### src/rtl/sb_align_pkg.sv
// Shared encodings and width helpers for the per-lane word-alignment controller.
// Also used by the multi-lane generator/checker wrapper.
package sb_align_pkg;

    typedef enum logic [2:0] {
        ST_IDLE   = 3'd0,
        ST_HUNT   = 3'd1,
        ST_SLIP   = 3'd2,
        ST_SETTLE = 3'd3,
        ST_LOCKED = 3'd4,
        ST_FAIL   = 3'd5
    } align_state_t;

    // Bits needed to hold a counter that reaches max_val inclusive.
    function automatic int cnt_w(input int max_val);
        return (max_val < 1) ? 1 : $clog2(max_val + 1);
    endfunction

endpackage

### src/rtl/sb_align_win_mon.sv
// Windowed error counter used while the lane is locked.
// Requests unlock when the errored-word count reaches its threshold within one window.
module sb_align_win_mon
    import sb_align_pkg::*;
#(
    parameter int UNLOCK_WINDOW = 64,
    parameter int BAD_TO_UNLOCK = 8
) (
    input  logic clk,
    input  logic rst,
    input  logic active,
    input  logic word_val,
    input  logic err,
    output logic unlock
);

    localparam int WW = cnt_w(UNLOCK_WINDOW);
    localparam int BW = cnt_w(BAD_TO_UNLOCK);

    logic [WW-1:0] win_cnt_reg;
    logic [BW-1:0] bad_cnt_reg;
    logic          win_last;

    // The last word of a window is judged before the wrap clears the counts.
    assign unlock   = active && word_val && err && (bad_cnt_reg == BW'(BAD_TO_UNLOCK - 1));
    assign win_last = (win_cnt_reg == WW'(UNLOCK_WINDOW - 1));

    always_ff @(posedge clk or posedge rst) begin
        if (rst) begin
            win_cnt_reg <= '0;
            bad_cnt_reg <= '0;
        end else if (!active || unlock || (word_val && win_last)) begin
            win_cnt_reg <= '0;
            bad_cnt_reg <= '0;
        end else if (word_val) begin
            win_cnt_reg <= win_cnt_reg + 1'b1;
            bad_cnt_reg <= bad_cnt_reg + BW'(err);
        end
    end

endmodule

### src/rtl/sb_prbs_align_ctrl.sv
// Per-lane alignment/lock controller: hunts for word alignment with RX slip pulses,
// declares lock, watches the error rate while locked and re-hunts on loss of lock.
module sb_prbs_align_ctrl
    import sb_align_pkg::*;
#(
    parameter int DATA_WIDTH    = 80,
    parameter int MAX_SLIPS     = DATA_WIDTH,
    parameter int SLIP_PULSE_W  = 2,
    parameter int SLIP_SETTLE   = 32,
    parameter int GOOD_TO_LOCK  = 64,
    parameter int UNLOCK_WINDOW = 64,
    parameter int BAD_TO_UNLOCK = 8
) (
    input  logic                           RX_CLK,
    input  logic                           SYS_RESET,
    input  logic                           RX_READY,
    input  logic                           WORD_VAL,
    input  logic                           PRBS_ERR_DET,
    input  logic                           RESTART,
    output logic                           RX_SLIP,
    output logic                           RX_ALIGN,
    output logic                           ALIGN_FAIL,
    output logic                           LOCK_LOST,
    output logic [$clog2(MAX_SLIPS+1)-1:0] SLIP_CNT,
    output logic [2:0]                     STATE
);

    localparam int SCW  = $clog2(MAX_SLIPS + 1);
    localparam int PW   = cnt_w(SLIP_PULSE_W);
    localparam int SETW = cnt_w(SLIP_SETTLE);
    localparam int GW   = cnt_w(GOOD_TO_LOCK);

    generate
        if (BAD_TO_UNLOCK > UNLOCK_WINDOW || SLIP_PULSE_W == 0) begin : g_param_err
            $error("sb_prbs_align_ctrl: illegal BAD_TO_UNLOCK/UNLOCK_WINDOW/SLIP_PULSE_W combination");
        end
    endgenerate

    align_state_t    state_reg, state_next;
    logic [SCW-1:0]  slip_cnt_reg, slip_cnt_next;
    logic [GW-1:0]   good_cnt_reg, good_cnt_next;
    logic [PW-1:0]   slip_tmr_reg, slip_tmr_next;
    logic [SETW-1:0] settle_tmr_reg, settle_tmr_next;
    logic            rx_slip_reg, rx_align_reg, align_fail_reg, lock_lost_reg;
    logic            unlock;

    sb_align_win_mon #(
        .UNLOCK_WINDOW(UNLOCK_WINDOW),
        .BAD_TO_UNLOCK(BAD_TO_UNLOCK)
    ) u_win_mon (
        .clk     (RX_CLK),
        .rst     (SYS_RESET),
        .active  (state_reg == ST_LOCKED),
        .word_val(WORD_VAL),
        .err     (PRBS_ERR_DET),
        .unlock  (unlock)
    );

    always_comb begin
        state_next      = state_reg;
        slip_cnt_next   = slip_cnt_reg;
        good_cnt_next   = good_cnt_reg;
        slip_tmr_next   = '0;
        settle_tmr_next = '0;
        if (!RX_READY) begin
            state_next    = ST_IDLE;
            slip_cnt_next = '0;
            good_cnt_next = '0;
        end else if (RESTART) begin
            state_next    = ST_HUNT;
            slip_cnt_next = '0;
            good_cnt_next = '0;
        end else begin
            unique case (state_reg)
                ST_IDLE: begin
                    state_next    = ST_HUNT;
                    slip_cnt_next = '0;
                    good_cnt_next = '0;
                end
                ST_HUNT: begin
                    if (WORD_VAL && PRBS_ERR_DET) begin
                        good_cnt_next = '0;
                        state_next    = (slip_cnt_reg == SCW'(MAX_SLIPS)) ? ST_FAIL : ST_SLIP;
                    end else if (WORD_VAL) begin
                        if (good_cnt_reg == GW'(GOOD_TO_LOCK - 1)) begin
                            good_cnt_next = '0;
                            state_next    = ST_LOCKED;
                        end else begin
                            good_cnt_next = good_cnt_reg + 1'b1;
                        end
                    end
                end
                ST_SLIP: begin
                    if (slip_tmr_reg == PW'(SLIP_PULSE_W - 1)) begin
                        state_next = ST_SETTLE;
                    end else begin
                        slip_tmr_next = slip_tmr_reg + 1'b1;
                    end
                end
                ST_SETTLE: begin
                    if (settle_tmr_reg == SETW'(SLIP_SETTLE - 1)) begin
                        state_next    = ST_HUNT;
                        good_cnt_next = '0;
                    end else begin
                        settle_tmr_next = settle_tmr_reg + 1'b1;
                    end
                end
                ST_LOCKED: begin
                    if (unlock) begin
                        state_next    = ST_SLIP;
                        slip_cnt_next = '0;
                    end
                end
                ST_FAIL: begin
                    state_next = ST_FAIL;
                end
                default: begin
                    state_next = ST_IDLE;
                end
            endcase
        end
        // A slip is counted once, on entry, after any clear above has taken effect.
        if (state_next == ST_SLIP && state_reg != ST_SLIP && slip_cnt_next != SCW'(MAX_SLIPS)) begin
            slip_cnt_next = slip_cnt_next + 1'b1;
        end
    end

    always_ff @(posedge RX_CLK or posedge SYS_RESET) begin
        if (SYS_RESET) begin
            state_reg      <= ST_IDLE;
            slip_cnt_reg   <= '0;
            good_cnt_reg   <= '0;
            slip_tmr_reg   <= '0;
            settle_tmr_reg <= '0;
            rx_slip_reg    <= 1'b0;
            rx_align_reg   <= 1'b0;
            align_fail_reg <= 1'b0;
            lock_lost_reg  <= 1'b0;
        end else begin
            state_reg      <= state_next;
            slip_cnt_reg   <= slip_cnt_next;
            good_cnt_reg   <= good_cnt_next;
            slip_tmr_reg   <= slip_tmr_next;
            settle_tmr_reg <= settle_tmr_next;
            rx_slip_reg    <= (state_next == ST_SLIP);
            rx_align_reg   <= (state_next == ST_LOCKED);
            align_fail_reg <= (state_next == ST_FAIL);
            lock_lost_reg  <= (state_reg == ST_LOCKED) && (state_next == ST_SLIP);
        end
    end

    assign RX_SLIP    = rx_slip_reg;
    assign RX_ALIGN   = rx_align_reg;
    assign ALIGN_FAIL = align_fail_reg;
    assign LOCK_LOST  = lock_lost_reg;
    assign SLIP_CNT   = slip_cnt_reg;
    assign STATE      = state_reg;

endmodule

### config.mk
export PLATFORM = sky130hd
export DESIGN_NAME = sb_prbs_align_ctrl
export DESIGN_NICKNAME = d
export VERILOG_FILES = /design/src/rtl/sb_align_pkg.sv /design/src/rtl/sb_align_win_mon.sv /design/src/rtl/sb_prbs_align_ctrl.sv
export SDC_FILE = /design/constraint.sdc
export NUM_CORES = 1
export LEC_CHECK = 0
export ABC_AREA = 1
export BUFFER_PORTS_ARGS = -buffer_cell sky130_fd_sc_hd__buf_2
export CAP_MARGIN = 20
export CORE_ASPECT_RATIO = 1.2
export CORE_MARGIN = 2
export CORE_UTILIZATION = 45
export CTS_BUF_LIST = sky130_fd_sc_hd__clkbuf_4 sky130_fd_sc_hd__clkbuf_8 sky130_fd_sc_hd__clkbuf_16
export CTS_CLUSTER_DIAMETER = 150
export DETAILED_ROUTE_END_ITERATION = 12
export PLACE_DENSITY_LB_ADDON = 0.2
export SLEW_MARGIN = 20
export SYNTH_ARGS = -nofsm -noshare
export SYNTH_HDL_FRONTEND = slang
export SYNTH_SLANG_ARGS = --single-unit
### constraint.sdc
create_clock -name RX_CLK -period 1.9 [get_ports RX_CLK]
set_clock_uncertainty 0.05 [all_clocks]
set_input_delay 0.19 -clock RX_CLK [delete_from_list [all_inputs] [get_ports RX_CLK]]
set_output_delay 0.19 -clock RX_CLK [all_outputs]
set_load 0.02 [all_outputs]
# Word level (Yosys, flattened, before mapping)

Cells that the tools add are included.
W data, S select, Z words.

Word-level logic and storage cells: 84
Register bits after elaboration: 40

Multiplexer cells: 34
Eq/ne operators: 19
Reductions and logical operators: 14
$add $sub $neg: 6

Operators by type and width:

| kind                  | count |
|---|---|
| $mux W7               | 12 |
| $mux W3               | 9 |
| $mux W6               | 4 |
| $add A7 B1 Y7 const B | 3 |
| $pmux W7 S3           | 1 |
| $pmux W3 S6           | 1 |
| $eq A7 B6 Y1 const B  | 2 |
| $pmux W7 S2           | 1 |
| $eq A3 B3 Y1 const B  | 4 |
| $eq A3 B2 Y1 const B  | 3 |
| $logic_and A1 B1 Y1   | 8 |
| $mux W2               | 4 |
| $mux W4               | 2 |
| $eq A7 B7 Y1 const B  | 1 |
| $ne A7 B7 Y1 const B  | 1 |
| $add A6 B1 Y6 const B | 1 |
| $eq A6 B5 Y1 const B  | 1 |
| $ne A5 B1 Y1 const B  | 1 |
| $ne A5 B5 Y1 const B  | 1 |
| $add A4 B1 Y4         | 1 |
| $eq A4 B3 Y1 const B  | 1 |
| $ne A4 B4 Y1 const B  | 1 |
| $eq A3 B1 Y1 const B  | 1 |
| $logic_not A3 Y1      | 1 |
| other kinds (7)       | 8 |

# Longest topological paths before layout

Word-level depth: 12
Depth in mapped cells: 17

# By module

Synthesis repeated with hierarchy kept, for this count alone.

Cells, all modules: 311
Area, all modules: 2338.5 µm²

Modules (own cells, without submodules):

| module             | times used | area an instance (µm²) | cells an instance |
|---|---|---|---|
| sb_prbs_align_ctrl | 1          | 1690.4                 | 229 |
| sb_align_win_mon   | 1          | 648.1                  | 82 |

# Worst setup path after synthesis

OpenSTA, ideal clock, no wires.

Path type: reg-to-reg
From: register state_reg[0], in the netlist STATE[0]
To: register slip_cnt_reg[4], in the netlist SLIP_CNT[4]
Cell stages (with the launch flop): 17
Path buffers: 1
Arrival time: 1.963 ns
Required time: 1.734 ns
Slack: -0.229 ns
Path through: dfrtp_1 buf_2 nor2_2 nand2_4 inv_2 nand3_2 nand2_1 nor2_4 inv_2 ha_1 nor3b_1 nand2_1 nor2_1 nor2_2 nand3_2 nand2_1 nand2_1

Cells in the longest elaborated chain, start to end: 12
Elaborated cells on any way between the ends: 29
Classes of those cells: add/sub (1); eq/ne (8); mux (14); reduce/logical (6)

RTL lines:

| what                                                   | line                      | text |
|---|---|---|
| start: declaration                                     | sb_prbs_align_ctrl.sv:39  | `align_state_t state_reg, state_next;` |
| start signal: assignment                               | sb_prbs_align_ctrl.sv:140 | `state_reg <= state_next;` |
| branches (longest 11 deep; another with $add A7 B1 Y7) | n/a                       |  |
| $mux W7 (*)                                            | sb_prbs_align_ctrl.sv:123 | `if (state_next == ST_SLIP && state_reg != ST_SLIP && slip_cnt_next != SCW'(MAX_SLIPS)) begin` |
| named net slip_cnt_next[4]                             | sb_prbs_align_ctrl.sv:40  | `logic [SCW-1:0] slip_cnt_reg, slip_cnt_next;` |
| end signal: assignment                                 | sb_prbs_align_ctrl.sv:141 | `slip_cnt_reg <= slip_cnt_next;` |
| end: declaration                                       | sb_prbs_align_ctrl.sv:40  |  |

Mark *: on every way through the listed nets, which the timed path passes.
A chain may end at the register's enable or synchronous reset.

# Worst setup path in the final report

From: register state_reg[0], in the netlist STATE[0]
To: register slip_cnt_reg[1], in the netlist SLIP_CNT[1]

Same word-level chain as after synthesis.

==> results by group <==
Outcome
  – Status: finished, violations left
  – Failing checks: setup timing

Synth
  – Mapped cell area: about 2400 um2
  – Syn nets: 324
  – Main synth FF type: dfrtp_1
  – Synth top area share: between 40 and 50%
  – Mux contribution to synthesized area: 0%
  – Synth Register Bits: 40
  – Synth Area in Compound Gates: 8.18%
  – Async S/R FF share, synth: 100%
  – Seq/Total Area, Yosys: between 40 and 50%
  – Top post-synthesis cells by count: nand2_1, inv_1, dfrtp_1
  – Largest family of logic cells by synthesized area: simple AND/OR/NAND/NOR gates
  – Synth Area in Simple Gates: between 30% and 40%
  – Count of cell types in the netlist: 30
  – Post-synthesis adder-cell area fraction: between 3 and 4%
  – Area contributors post-synth: dfrtp_1, nand2_1, inv_1
  – Syn avg cell area: 7.63 um2
  – YS warnings: 0
  – Biggest area consumer among synthesized cells: dfrtp_1
  – Cell with the most instances after synthesis: nand2_1
  – Number of synthesized flops with an enable pin: 0
  – Cells after synthesis: about 310
  – XOR/XNOR share of the synthesized area: between 2 and 3%

Pwr
  – Sw Pwr: about 0.41 mW
  – Internal: 1.27 mW
  – Reg power frac: between 50 and 60%
  – VDD IR max: 0.312 mV
  – Clock network power share: about two fifths
  – Power per Cell Area: between 500 and 600 nW/um2
  – Power share of the combinational group: about a tenth
  – Switching Share: between 20% and 30%
  – Static leakage: 1.57 nW

Global route
  – Met3 Use GR: under 10%
  – Vias in the first global route: 2026
  – Grt ovf: 0
  – Overall Global Routing Usage: a little under a fifth
  – Met1 Resource Use GR: ~22%
  – Initial antenna violation count: 0
  – GR peak layer: met2
  – First-pass GRT wire length: between 8000 and 9000 um
  – Largest net degree at the start of global routing: just over 40
  – Met2 Use GR: 32.9%

STA
  – Worst-Margin Slew: 0.505 ns
  – Worst setup margin: -0.0790 ns
  – Fmax: around 0.5 GHz
  – Setup violations, final: 7
  – Fin crit share: 104%
  – Fin Hold WS: 0.155 ns
  – Unrepaired setup endpoints after global routing: true
  – Hold Fails Final Rpt: 0
  – Max_slew headroom: between 60% and 70%
  – Slew Viols, Final: 0
  – Minimum clock period: 1.98 ns

CTS
  – CTS Buf Count: 5
  – Clk root buf: clkbuf_8
  – Clk pin slew, worst setup/hold paths: around 0.08 ns
  – CTS tree: done
  – CTS Sinks: 40
  – CTS Buffer Depth: 2
  – Htree depth: 2
  – Clock Latency Late Sink: just under 0.3 ns

Drt
  – Total Wirelength: slightly below 5000 um
  – Starting DRT DRC Count: between 150 and 200
  – Router iterations before antenna repair: 4
  – Via count: between 2000 and 2500
  – Via/cell ratio: 4.90
  – DRC: 0
  – Drt wl/cell: about 12 um
  – Final ANT Viol Nets: 0

Placed design
  – Gpl congestion: approximately 0.86
  – Dpl hpwl: ~3700 um
  – Port Buffer Count: 19

Floorplanning
  – Vert. Die Dim: roughly 84 um
  – Core Area: around 5000 um2
  – Die outline width: between 70 and 80 um
  – Total Die Area: 5870 um2
  – Initial Util: a little under half
  – Site Rows: 28
  – Ports: 20

Cells and area
  – Utilization after layout: around three fifths
  – Layout cells sized above 1: 26.0%
  – Nets: 378
  – Area grow syn2layout: 22.6%
  – Ant diodes: 0
  – Fill cells: 484

Worst setup path
  – Crit path kind: reg2reg
  – CP required: 2.08 ns
  – Worst EP arrival: ~2.2 ns
  – CP Buf/Inv Count: 3
  – Crit-path cells: nor2_4, inv_2, nor2_4, buf_4, nor2_4, nand2_2, ha_1, nor3b_2, nand2_1, nor2_2, nor2_2, inv_2, nor2_8, nand2_1, nand2_1
  – Largest delay share family, worst path: simple AND/OR/NAND/NOR gates
  – Nature of the critical path startpoint: flip-flop
  – CP max FO: 7
  – Worst Setup End Kind: flip-flop
  – Crit-path slowest cell: dfrtp_2
  – Worst stage delay on the critical path: slightly below 0.4 ns

Hold path
  – Worst min-delay path class: in2reg

Run
  – Max_cap viols: 0
repair_timing:
| action | 4_1_cts | 5_1_grt |
|---|---|---|
| setup endpoints to repair | 7 | 17 |
| pin swaps | 6 | 3 |
| buffers inserted | 3 | 3 |
| hold buffers | 1 | 0 |
| resized for setup | 2 | 6 |
| endpoints found under the hold margin | 40 | 0 |
path summary, 6_finish.rpt:
| kind | start | endpoint | slack [ns] | depth (start not counted) |
|---|---|---|---|---|
| hold reg to reg | settle_tmr_reg[0]$_DFF_PP0_ | settle_tmr_reg[0]$_DFF_PP0_ | 0.41 | 1 |
| min in group asynchronous | SYS_RESET | RX_ALIGN$_DFF_PP0_ | 0.52 | 4 |
| setup reg to reg | STATE[0]$_DFF_PP0_ | SLIP_CNT[1]$_DFF_PP0_ | -0.08 | 15 |
| setup / recovery | STATE[0]$_DFF_PP0_ | SLIP_CNT[1]$_DFF_PP0_ | -0.08 | 15 |
| hold / removal | RX_READY | STATE[2]$_DFF_PP0_ | 0.16 | 3 |
| max in group asynchronous | SYS_RESET | STATE[1]$_DFF_PP0_ | 0.92 | 4 |
metal layers:
layer  vias to the layer above  wire length [um]
met1                       975              2160
li1                       1079                 -
met3                         7               167
met4                         0                64
met5                         -                 0
met2                        27              2570
tightest hold or removal path, stage by stage:
cell and delay (ns):
buf_2 0.11, nand3_1 0.12, inv_1 0.05
cell families after synthesis:
logic type / after synthesis
AND/OR/NAND/NOR: 158
adder cells (fa/ha/maj): 7
flip-flops: 40
AO/OA/AOI/OAI: 35
XOR/XNOR: 7
buffers and inverters: 64
cell usage in the layout, fill, tap and decap left out:
cell type and instances:
a21oi_1 11, nor3b_2 1, nand3_2 2, nor2_4 5
o21ai_1 7, clkbuf_8 7, nand2_8 1, o21ai_0 12
a31oi_1 2, nor2_1 34, nand2_1 63, nand4_1 4
buf_2 19, nand2_2 4, nand2_4 2, xnor2_1 2
dfrtp_1 37, o21a_1 1, dfrtp_2 3, inv_1 49
inv_2 9, a21oi_4 1, buf_4 33, nor2_8 2
nand3_4 1, and3_1 2, nor2_2 4, nor3_1 5
ha_1 7, nand3_1 24, xor2_1 5, clkbuf_4 1
dlygate4sd3_1 1, o21bai_1 1, nor4_1 2, nor3b_1 1
or2_1 1
power groups by stage:
stage	Clock, mW	Combinational (mW)	Sequential [mW]
floorplan	0	0.101	0.883
global placement	0	0.159	0.879
detailed placement	0	0.159	0.879
CTS	0.662	0.164	0.862
global route	0.693	0.189	0.862
finish	0.645	0.168	0.862
metrics by stage:
| step | power, mW | setup TNS (ns) | setup slack (ns) | cells | area [um2] |
|---|---|---|---|---|---|
| 2_1_floorplan | 0.984 | -0.802 | -0.115 | 311 | 2400 |
| 3_3_place_gp | 1.04 | -0.308 | -0.0474 | 411 | 2730 |
| 3_5_place_dp | 1.04 | -0.393 | -0.0677 | 411 | 2730 |
| 4_1_cts | 1.69 | -0.401 | -0.0668 | 423 | 2880 |
| 5_1_grt | 1.74 | -1.42 | -0.195 | 426 | 2910 |
| 6_report | 1.67 | -0.444 | -0.0790 | 426 | 2910 |
cell type report:
type / instances / area (um2) / share of cell area [%]
sequential: 40 / 1000 / 34.5
inverter: 58 / 218 / 7.48
clock buffer: 8 / 104 / 3.57
multi-input combinational: 207 / 1150 / 39.7
timing repair buffer: 53 / 353 / 12.1
tap: 60 / 75.1 / 2.58
Power figures use the tool's default switching activity.
